**src/rtl/ep2_pkg.sv**
```systemverilog
// Shared constants and state encoding for the EP2 frame parser.
package ep2_pkg;
    localparam logic [7:0] SYNC_BYTE    = 8'h7F;
    localparam int         SYNC_LEN     = 3;
    localparam int         CTRL_LEN     = 5;
    localparam int         PAYLOAD_LEN  = 504;
    localparam int         SAMPLE_BYTES = 8;

    typedef enum logic [1:0] {
        HUNT    = 2'd0,
        SYNC    = 2'd1,
        CTRL    = 2'd2,
        PAYLOAD = 2'd3
    } state_t;
endpackage

```
**src/rtl/ep2_sample_assembler.sv**
```systemverilog
// Packs 8 payload bytes (L,R,I,Q big-endian) per sample; valid pulses 1 cycle after the 8th byte.
// No backpressure; audio storage only when EP2_AUDIO_EN is defined.
module ep2_sample_assembler
    import ep2_pkg::*;
(
    input  logic        rx_clock,
    input  logic        rst_n,
    input  logic        i_clr,
    input  logic        i_byte_vld,
    input  logic [7:0]  i_byte_dat,
    output logic        o_iq_vld,
    output logic [15:0] o_tx_i,
    output logic [15:0] o_tx_q,
    output logic        o_audio_vld,
    output logic [15:0] o_audio_l,
    output logic [15:0] o_audio_r
);
`ifdef EP2_AUDIO_EN
    localparam int SH_W = 56;
`else
    // Audio bytes still pass through the shifter but fall off the top unstored.
    localparam int SH_W = 24;
`endif

    logic [2:0]      r_idx;
    logic [SH_W-1:0] r_shift;
    logic            r_iq_vld;
    logic [15:0]     r_tx_i;
    logic [15:0]     r_tx_q;
    logic [SH_W+7:0] w_sample;
    logic            w_last;

    assign w_sample = {r_shift, i_byte_dat};
    assign w_last   = i_byte_vld && !i_clr && (r_idx == 3'(SAMPLE_BYTES - 1));

    always_ff @(posedge rx_clock or negedge rst_n) begin
        if (!rst_n) begin
            r_idx    <= 3'd0;
            r_shift  <= '0;
            r_iq_vld <= 1'b0;
            r_tx_i   <= 16'h0000;
            r_tx_q   <= 16'h0000;
        end else begin
            r_iq_vld <= 1'b0;
            if (i_clr) begin
                r_idx <= 3'd0;
            end else if (i_byte_vld) begin
                r_shift <= w_sample[SH_W-1:0];
                r_idx   <= r_idx + 3'd1;
                if (w_last) begin
                    r_iq_vld <= 1'b1;
                    r_tx_i   <= w_sample[31:16];
                    r_tx_q   <= w_sample[15:0];
                end
            end
        end
    end

    assign o_iq_vld = r_iq_vld;
    assign o_tx_i   = r_tx_i;
    assign o_tx_q   = r_tx_q;

`ifdef EP2_AUDIO_EN
    logic        r_audio_vld;
    logic [15:0] r_audio_l;
    logic [15:0] r_audio_r;

    always_ff @(posedge rx_clock or negedge rst_n) begin
        if (!rst_n) begin
            r_audio_vld <= 1'b0;
            r_audio_l   <= 16'h0000;
            r_audio_r   <= 16'h0000;
        end else begin
            r_audio_vld <= w_last;
            if (w_last) begin
                r_audio_l <= w_sample[63:48];
                r_audio_r <= w_sample[47:32];
            end
        end
    end

    assign o_audio_vld = r_audio_vld;
    assign o_audio_l   = r_audio_l;
    assign o_audio_r   = r_audio_r;
`else
    assign o_audio_vld = 1'b0;
    assign o_audio_l   = 16'h0000;
    assign o_audio_r   = 16'h0000;
`endif
endmodule

```
**src/rtl/ep2_frame_parser.sv**
```systemverilog
// EP2 512-byte frame parser: sync hunt, control capture, sample unpack; all outputs 1 cycle after
// the accepted byte, no backpressure. Define EP2_AUDIO_EN to capture L/R audio.
module ep2_frame_parser
    import ep2_pkg::*;
#(
    parameter int SYNC_ERR_W = 8
) (
    input  logic                  rx_clock,
    input  logic                  rst_n,
    input  logic                  run,
    input  logic                  rx_fifo_enable,
    input  logic [7:0]            rx_fifo_data,
    output logic                  cmd_valid,
    output logic [5:0]            cmd_addr,
    output logic                  ptt,
    output logic [31:0]           cmd_data,
    output logic                  iq_valid,
    output logic [15:0]           tx_i,
    output logic [15:0]           tx_q,
    output logic                  audio_valid,
    output logic [15:0]           audio_l,
    output logic [15:0]           audio_r,
    output logic                  in_sync,
    output logic [SYNC_ERR_W-1:0] sync_err
);
    state_t                r_state, w_state_nxt;
    logic [1:0]            r_sync_cnt, w_sync_cnt_nxt;
    logic [2:0]            r_ctrl_cnt, w_ctrl_cnt_nxt;
    logic [8:0]            r_pay_cnt, w_pay_cnt_nxt;
    logic                  r_in_sync;
    logic [SYNC_ERR_W-1:0] r_sync_err;
    logic [6:0]            r_c0;
    logic [23:0]           r_cbuf;
    logic                  r_cmd_valid;
    logic [5:0]            r_cmd_addr;
    logic                  r_ptt;
    logic [31:0]           r_cmd_data;
    logic                  w_byte_acc;
    logic                  w_sync_loss;
    logic                  w_ctrl_done;
    logic                  w_pay_vld;
    logic                  w_asm_clr;

    assign w_byte_acc = run && rx_fifo_enable;

    always_comb begin
        w_state_nxt    = r_state;
        w_sync_cnt_nxt = r_sync_cnt;
        w_ctrl_cnt_nxt = r_ctrl_cnt;
        w_pay_cnt_nxt  = r_pay_cnt;
        w_sync_loss    = 1'b0;
        w_ctrl_done    = 1'b0;
        w_pay_vld      = 1'b0;
        if (!run) begin
            w_state_nxt    = HUNT;
            w_sync_cnt_nxt = 2'd0;
            w_ctrl_cnt_nxt = 3'd0;
            w_pay_cnt_nxt  = 9'd0;
        end else if (rx_fifo_enable) begin
            case (r_state)
                HUNT: begin
                    if (rx_fifo_data == SYNC_BYTE) begin
                        w_state_nxt    = SYNC;
                        w_sync_cnt_nxt = 2'd1;
                    end
                end
                SYNC: begin
                    if (rx_fifo_data != SYNC_BYTE) begin
                        w_state_nxt    = HUNT;
                        w_sync_cnt_nxt = 2'd0;
                        w_sync_loss    = 1'b1;
                    end else if (r_sync_cnt == 2'(SYNC_LEN - 1)) begin
                        w_state_nxt    = CTRL;
                        w_sync_cnt_nxt = 2'd0;
                        w_ctrl_cnt_nxt = 3'd0;
                    end else begin
                        w_sync_cnt_nxt = r_sync_cnt + 2'd1;
                    end
                end
                CTRL: begin
                    if (r_ctrl_cnt == 3'(CTRL_LEN - 1)) begin
                        w_state_nxt    = PAYLOAD;
                        w_ctrl_cnt_nxt = 3'd0;
                        w_pay_cnt_nxt  = 9'd0;
                        w_ctrl_done    = 1'b1;
                    end else begin
                        w_ctrl_cnt_nxt = r_ctrl_cnt + 3'd1;
                    end
                end
                PAYLOAD: begin
                    // Sync bytes here are ordinary data; only the byte count ends the frame.
                    w_pay_vld = 1'b1;
                    if (r_pay_cnt == 9'(PAYLOAD_LEN - 1)) begin
                        w_state_nxt    = SYNC;
                        w_sync_cnt_nxt = 2'd0;
                        w_pay_cnt_nxt  = 9'd0;
                    end else begin
                        w_pay_cnt_nxt = r_pay_cnt + 9'd1;
                    end
                end
                default: w_state_nxt = HUNT;
            endcase
        end
    end

    always_ff @(posedge rx_clock or negedge rst_n) begin
        if (!rst_n) begin
            r_state    <= HUNT;
            r_sync_cnt <= 2'd0;
            r_ctrl_cnt <= 3'd0;
            r_pay_cnt  <= 9'd0;
            r_in_sync  <= 1'b0;
            r_sync_err <= '0;
        end else begin
            r_state    <= w_state_nxt;
            r_sync_cnt <= w_sync_cnt_nxt;
            r_ctrl_cnt <= w_ctrl_cnt_nxt;
            r_pay_cnt  <= w_pay_cnt_nxt;
            if (w_state_nxt == HUNT)
                r_in_sync <= 1'b0;
            else if (w_state_nxt == CTRL)
                r_in_sync <= 1'b1;
            // Losing sync before ever locking is not an error; the counter sticks at all-ones.
            if (w_sync_loss && r_in_sync && (r_sync_err != {SYNC_ERR_W{1'b1}}))
                r_sync_err <= r_sync_err + SYNC_ERR_W'(1);
        end
    end

    always_ff @(posedge rx_clock or negedge rst_n) begin
        if (!rst_n) begin
            r_c0        <= 7'd0;
            r_cbuf      <= 24'd0;
            r_cmd_valid <= 1'b0;
            r_cmd_addr  <= 6'd0;
            r_ptt       <= 1'b0;
            r_cmd_data  <= 32'd0;
        end else begin
            r_cmd_valid <= 1'b0;
            if (w_byte_acc && (r_state == CTRL)) begin
                if (r_ctrl_cnt == 3'd0) begin
                    r_c0 <= rx_fifo_data[6:0];
                end else if (w_ctrl_done) begin
                    r_cmd_valid <= 1'b1;
                    r_cmd_addr  <= r_c0[6:1];
                    r_ptt       <= r_c0[0];
                    r_cmd_data  <= {r_cbuf, rx_fifo_data};
                end else begin
                    r_cbuf <= {r_cbuf[15:0], rx_fifo_data};
                end
            end
        end
    end

    assign w_asm_clr = !run || (r_state != PAYLOAD);

    ep2_sample_assembler u_asm (
        .rx_clock    (rx_clock),
        .rst_n       (rst_n),
        .i_clr       (w_asm_clr),
        .i_byte_vld  (w_pay_vld),
        .i_byte_dat  (rx_fifo_data),
        .o_iq_vld    (iq_valid),
        .o_tx_i      (tx_i),
        .o_tx_q      (tx_q),
        .o_audio_vld (audio_valid),
        .o_audio_l   (audio_l),
        .o_audio_r   (audio_r)
    );

    assign cmd_valid = r_cmd_valid;
    assign cmd_addr  = r_cmd_addr;
    assign ptt       = r_ptt;
    assign cmd_data  = r_cmd_data;
    assign in_sync   = r_in_sync;
    assign sync_err  = r_sync_err;
endmodule

```
**config.mk**
```make
export PLATFORM = sky130hd
export DESIGN_NAME = ep2_frame_parser
export DESIGN_NICKNAME = d
export VERILOG_FILES = /design/src/rtl/ep2_pkg.sv /design/src/rtl/ep2_sample_assembler.sv /design/src/rtl/ep2_frame_parser.sv
export SDC_FILE = /design/constraint.sdc
export NUM_CORES = 1
export LEC_CHECK = 0
export ABC_AREA = 0
export CORE_ASPECT_RATIO = 0.8
export CORE_MARGIN = 8
export CORE_UTILIZATION = 38
export DETAILED_ROUTE_END_ITERATION = 16
export PLACE_DENSITY = 0.66
export SLEW_MARGIN = 20
export SYNTH_ARGS = -nofsm -noshare
export SYNTH_HDL_FRONTEND = slang
export SYNTH_SLANG_ARGS = --single-unit
```
**constraint.sdc**
```tcl
create_clock -name rx_clock -period 1.7 [get_ports rx_clock]
set_input_delay 0.34 -clock rx_clock [delete_from_list [all_inputs] [get_ports rx_clock]]
set_output_delay 0.34 -clock rx_clock [all_outputs]
set_load 0.05 [all_outputs]
```
After elaboration in Yosys (flattened, before gate mapping)

Index checks and enable logic that the tools add are counted.

Register bits after elaboration: 156
Latch bits: 0
Memory bits (writable): 0
Bits in read-only memories: 0
Input port bits: 12
Output and inout port bits: 115
Word-level logic and storage cells: 115
Memories kept: 0

$add $sub $neg: 5
Multiply operators: 0
Div/mod/pow operators: 0
Magnitude comparators: 0
Equal/unequal tests: 21
Shifts and indexed selects: 0
Muxes and demuxes: 47
Bitwise operators: 3
Reductions and logical operators: 22

Operators by type and width:

| operator                                               | number |
|---|---|
| two-way mux 9 bit                                      | 4 |
| two-way mux 2 bit                                      | 13 |
| two-way mux 3 bit                                      | 7 |
| two-way mux 1 bit                                      | 19 |
| case mux 9 bit (2 select lines)                        | 1 |
| inequality test 3 bit (second input constant)          | 5 |
| AND reduction 3 bit                                    | 4 |
| adder 9 x 1 -> 9 bit (second input constant)           | 1 |
| equality test 9 bit (second input constant)            | 1 |
| adder 8 x 1 -> 8 bit (second input constant)           | 1 |
| equality test 2 bit (second input constant)            | 4 |
| equality test 8 x 7 -> 1 bit (second input constant)   | 1 |
| inequality test 8 x 7 -> 1 bit (second input constant) | 1 |
| inequality test 8 bit (second input constant)          | 1 |
| case mux 2 bit (4 select lines)                        | 1 |
| AND reduction 4 bit                                    | 2 |
| adder 3 x 1 -> 3 bit (second input constant)           | 2 |
| equality test 3 bit (second input constant)            | 2 |
| logical AND 1 bit                                      | 6 |
| inequality test 3 x 1 -> 1 bit (second input constant) | 2 |
| case mux 2 bit (3 select lines)                        | 1 |
| case mux 3 bit (2 select lines)                        | 1 |
| zero test 2 bit                                        | 2 |
| inequality test 4 x 1 -> 1 bit (second input constant) | 1 |
| 10 further kinds                                       | 15 |

Depth between registers and ports, before layout

Word-level depth: 9
Gate-level depth with buffers: 8
Depth with buffers taken out: 7

Modules after synthesis

Synthesis repeated with hierarchy kept, for this count alone.

Cell total of the unflattened synthesis: 470
Area total of the unflattened synthesis: 6747.7 µm²

By module, submodules not included:

| module               | instances | cells each | area an instance (µm²) | seq. area each (µm²) |
|---|---|---|---|---|
| ep2_frame_parser     | 1         | 302        | 4090.2                 | 2402.3 |
| ep2_sample_assembler | 1         | 168        | 2657.5                 | 1501.4 |

Least setup slack after synthesis

Ideal clock, no wire load.

Kind: reg2reg
Start point: register r_sync_err[0], in the netlist sync_err[0]
End point: register r_sync_err[1], in the netlist sync_err[1]
Setup time: 125 ps
Data arrival time: 1846 ps
Required time: 1575 ps
Path slack: -271 ps
Stages on the path, launching flop included: 5
Buffers on the path: 0
Clock period less this slack: 1971 ps
Cells stage by stage: dfrtp_1 > ha_1 > and3_1 > a311oi_4 > mux2_2

Word-level cells in the longest chain between the ends: 2
Elaborated cells on any way between the ends: 3
Classes of those cells: add/sub (1); eq/ne (1); reduce/logical (1)

Ends and longest elaborated chain:

| element                                                                      | RTL line                | RTL |
|---|---|---|
| from (decl)                                                                  | ep2_frame_parser.sv:31  | `logic [SYNC_ERR_W-1:0] r_sync_err;` |
| from (signal assigned)                                                       | ep2_frame_parser.sv:125 | `r_sync_err <= r_sync_err + SYNC_ERR_W'(1);` |
| parallel branches: the longest is 2 deep, another holds adder 8 x 1 -> 8 bit | -                       |  |

Several ways; the timed one is not identified.
A chain may end at the register's enable or synchronous reset.

Worst setup path after layout

Start point: register r_state[1]
End point: register r_sync_cnt[0]

Word-level cells in the longest chain between the ends: 4
Elaborated cells on any way between the ends: 10
Classes of those cells: eq/ne (5); mux (3); reduce/logical (2)

Ends and longest elaborated chain:

| element                                     | RTL line                | RTL |
|---|---|---|
| from (decl)                                 | ep2_frame_parser.sv:26  | `state_t r_state, w_state_nxt;` |
| from (signal assigned)                      | ep2_frame_parser.sv:115 | `r_state <= w_state_nxt;` |
| equality test 2 bit (tied with other cells) | ep2_frame_parser.sv:60  | `case (r_state)` |
| case mux 2 bit (3 select lines)             | ep2_frame_parser.sv:60  |  |
| two-way mux 2 bit                           | ep2_frame_parser.sv:59  | `end else if (rx_fifo_enable) begin` |
| two-way mux 2 bit                           | ep2_frame_parser.sv:54  | `if (!run) begin` |
| to (signal assigned)                        | ep2_frame_parser.sv:116 | `r_sync_cnt <= w_sync_cnt_nxt;` |
| to (decl)                                   | ep2_frame_parser.sv:27  | `logic [1:0] r_sync_cnt, w_sync_cnt_nxt;` |

Several ways; a longest one is shown, not always the timed one. The select of a mux whose other input is x is not followed.

==> results.yml <==
sta:
  final.min_clock_period_ns: 1.73
  timing.fmax_ghz: 0.579
  min_period_over_period: 1.02
  rsz0062_at_grt: "true"
  skew_ns: 0.00857
  layout_setup_ws_ns: -0.0258
  hold_viol_final: 0
  drv_slew: 0
  finalSetupViolCount: 2
  setup_tns_ns: -0.0448
logic_synthesis:
  netlist.area_leader.share: 0.590
  netlist_top_cells_area: "dfrtp_1 59%, nand2_1 12%, mux2_2 11%, buf_4 3.9%, ha_1 1.9%"
  synth_fa_ha_area_frac: 0.0189
  synth.most_common_cell: "nand2_1"
  yosys_warnings: 0
  syn_avg_cell_area_um2: 11.0
  netlist_area_um2: 6620
  synthXorXnorAreaFrac: 0.0146
  ys_seq_elements: 156
  synth-simple-area-share: 0.159
  synth_top_area_cell: "dfrtp_1"
  syn_inst: 604
  seq_area_frac_synth: 0.590
  synth_cell_type_count: 44
  synth_top_family_by_area: "simple AND/OR/NAND/NOR gates"
  synth_edf_count: 0
  synth_compound_area_frac: 0.0405
  synth.area.mux_share: 0.118
  synthTopCellsByCount: "206 x nand2_1, 156 x dfrtp_1, 65 x mux2_2"
  async_reset_ff_frac: 1.00
  synth_flop_cell: "dfrtp_1"
layout:
  fin_nets: 778
  drive_above_1_share: 0.364
  final_cell_area_um2: 8810
  area_delta_synth_final_pct: 33.2
  n_antenna_cell: 0
  stdcell_count: 994
  fill_cells: 1517
detailed_routing:
  vias: 4668
  drtIter0Drc: 289
  final_antenna_net_count: 0
  via_per_inst: 4.70
  routed_wl_um: 15400
  drtPass1Iterations: 4
  drc_errors: 0
  wl_per_cell_um: 15.5
critical_path:
  crit_arrival_ns: 2.03
  path_max_fanout: 4
  critPathCaptureType: "flip-flop"
  worstSetupStartpointType: "flip-flop"
  critPathRequiredTime_ns: 2.01
  crit_type: "flip-flop to flip-flop"
placed_design:
  dp.cells: 957
  placed_area_um2: 7990
  dp_hpwl_um: 11200
  dp_slack_ns: -0.650
  io_buffers: 93
  gp_congestion: 0.920
floorplan:
  boundaryPins: 127
  initial_utilization: 0.384
  die-area_um2: 21900
  core-area_um2: 17200
  die_x_um: 164
  die-height_um: 134
  rows: 43
global_route:
  grt_usage: 0.142
  use_met1: 0.182
  grt_start_max_net_pins: 57
  grt_pass1_vias: 4841
  gr-usage-met2: 0.223
  antenna_found_initial: 0
  grt_overflow_total: 0
  grt_pass1_wl_um: 24800
  grtUsageMet3: 0.0438
  grt.busiest_layer: "met2"
clocking:
  cts_buffer_depth: 2
  cts_tree: "yes"
  htreeDepth: 4
  clk_latency_ns: 0.43
  cts.clk_slew.worst_paths_ns: 0.07
  clock-sinks: 156
  cts-root-buf: "clkbuf_16"
  cts_inserted_buffers: 17
power_and_ir_drop:
  seqPwrFrac: 0.449
  ir_worst_vdd_uv: 740
  pwr-share-clk: 0.441
  p_sw_w: 0.00231
  switching_share: 0.263
  p_int_w: 0.00647
  pwr_density_cell_nw_per_um2: 997
  p_leak_nw: 4.74
  pwr-share-comb: 0.110
flow_run:
  max-cap-violations: 0
hold_path:
  hold_class: "primary input to asynchronous set/reset pin"
run_status:
  outcome: "finished with violations"
  violations: "setup timing"
==> repair_timing <==
action,CTS,global route
gates resized for setup,30,26
endpoints found under the setup margin,19,26
hold endpoints to repair,28,0
pin swaps,13,14
setup buffers,3,1
hold buffers,1,0
==> per-stage QoR <==
stage          total power (W)  utilization  hold WS (ns)
2_1_floorplan          0.00453            -        0.0444
5_1_grt                0.00911        0.512         0.369
4_1_cts                0.00881        0.506         0.348
3_3_place_gp           0.00481        0.464         0.236
6_report               0.00878        0.512         0.353
3_5_place_dp           0.00483        0.464         0.244
==> power groups by stage <==
stage          logic (W)  registers, W  clock network, W
6_report        0.000966       0.00394           0.00388
5_1_grt          0.00104       0.00395           0.00411
4_1_cts         0.000885       0.00393           0.00399
3_5_place_dp    0.000831       0.00400                 0
3_3_place_gp    0.000816       0.00399                 0
2_1_floorplan   0.000517       0.00402                 0
==> per-layer routing <==
layer	vias up	wire, µm
met4	0	289
li1	2225	-
met5	-	0
met1	2317	6810
met2	107	7250
met3	19	1040
==> worst max-delay path, cell delays in order, from the launching register on <==
cell and delay, ns:
dfrtp_2 0.46, inv_4 0.10, ha_4 0.20, a221o_1 0.35
a21o_1 0.20, mux2_4 0.30
==> kinds of logic (layout without fill, tap and decap cells) <==
kind of cell / Yosys count / after routing
AOI/OAI and AO/OA: 35 / 35
adders and majority gates: 10 / 10
xor gates and xnor gates: 11 / 11
muxes: 70 / 70
other: 1 / 33
buffers and inverters: 66 / 199
DFF: 156 / 156
and+or+nand+nor: 255 / 255
==> state kept, by name (all words and copies together), names as in the netlist, 2 cells and up <==
| register | count |
|---|---|
| r_pay_cnt | 9 |
| u_asm.o_tx_i | 16 |
| r_cbuf | 24 |
| u_asm.r_idx | 3 |
| cmd_addr | 6 |
| sync_err | 8 |
| r_ctrl_cnt | 3 |
| u_asm.r_shift | 24 |
| r_c0 | 7 |
| u_asm.o_tx_q | 16 |
| r_sync_cnt | 2 |
| r_state | 2 |
| cmd_data | 32 |
==> path summary, 6_finish.rpt <==
| kind | startpoint | endpoint | slack (ns) | depth (start not counted) |
|---|---|---|---|---|
| max in group asynchronous | rst_n | cmd_data[9] | 0.68 | 3 |
| setup / recovery | r_state[1] | r_sync_cnt[0] | -0.03 | 5 |
| hold reg to reg | u_asm.r_shift[21] | u_asm.o_tx_i[13] | 0.46 | 2 |
| min in group rx_clock | rx_fifo_data[0] | u_asm.o_tx_q[0] | 0.37 | 4 |
| hold / removal | rst_n | u_asm.o_tx_i[5] | 0.35 | 2 |
| setup reg to reg | r_state[1] | r_sync_cnt[0] | -0.03 | 5 |
==> placed cells by master, fill, tap and decap left out, types with 3 or more instances in the layout <==
master	count
mux2_2	56
nand4_1	8
nor2b_1	3
and3_4	3
nand2_1	204
mux2i_1	4
a21oi_1	3
inv_1	6
inv_8	3
and3_1	4
ha_2	3
buf_6	8
dfrtp_1	152
nor2_1	9
clkbuf_16	17
dlygate4sd2_1	6
inv_6	6
o211ai_1	3
xnor2_1	10
ha_1	4
conb_1	33
buf_12	8
dfrtp_2	4
ha_4	3
mux2_4	10
o21ai_0	8
nand3_1	8
buf_4	130
==> area by class of cell <==
type	instances	area (µm²)	area share
clock buffer	17	425	0.0483
multi-input combinational	414	2640	0.299
timing repair buffer	157	1330	0.151
clock inverter	15	180	0.0204
inverter	10	42.5	0.00483
tap	225	282	0.0320
sequential	156	3910	0.444
Note: power is estimated with default switching activity, not from simulation.
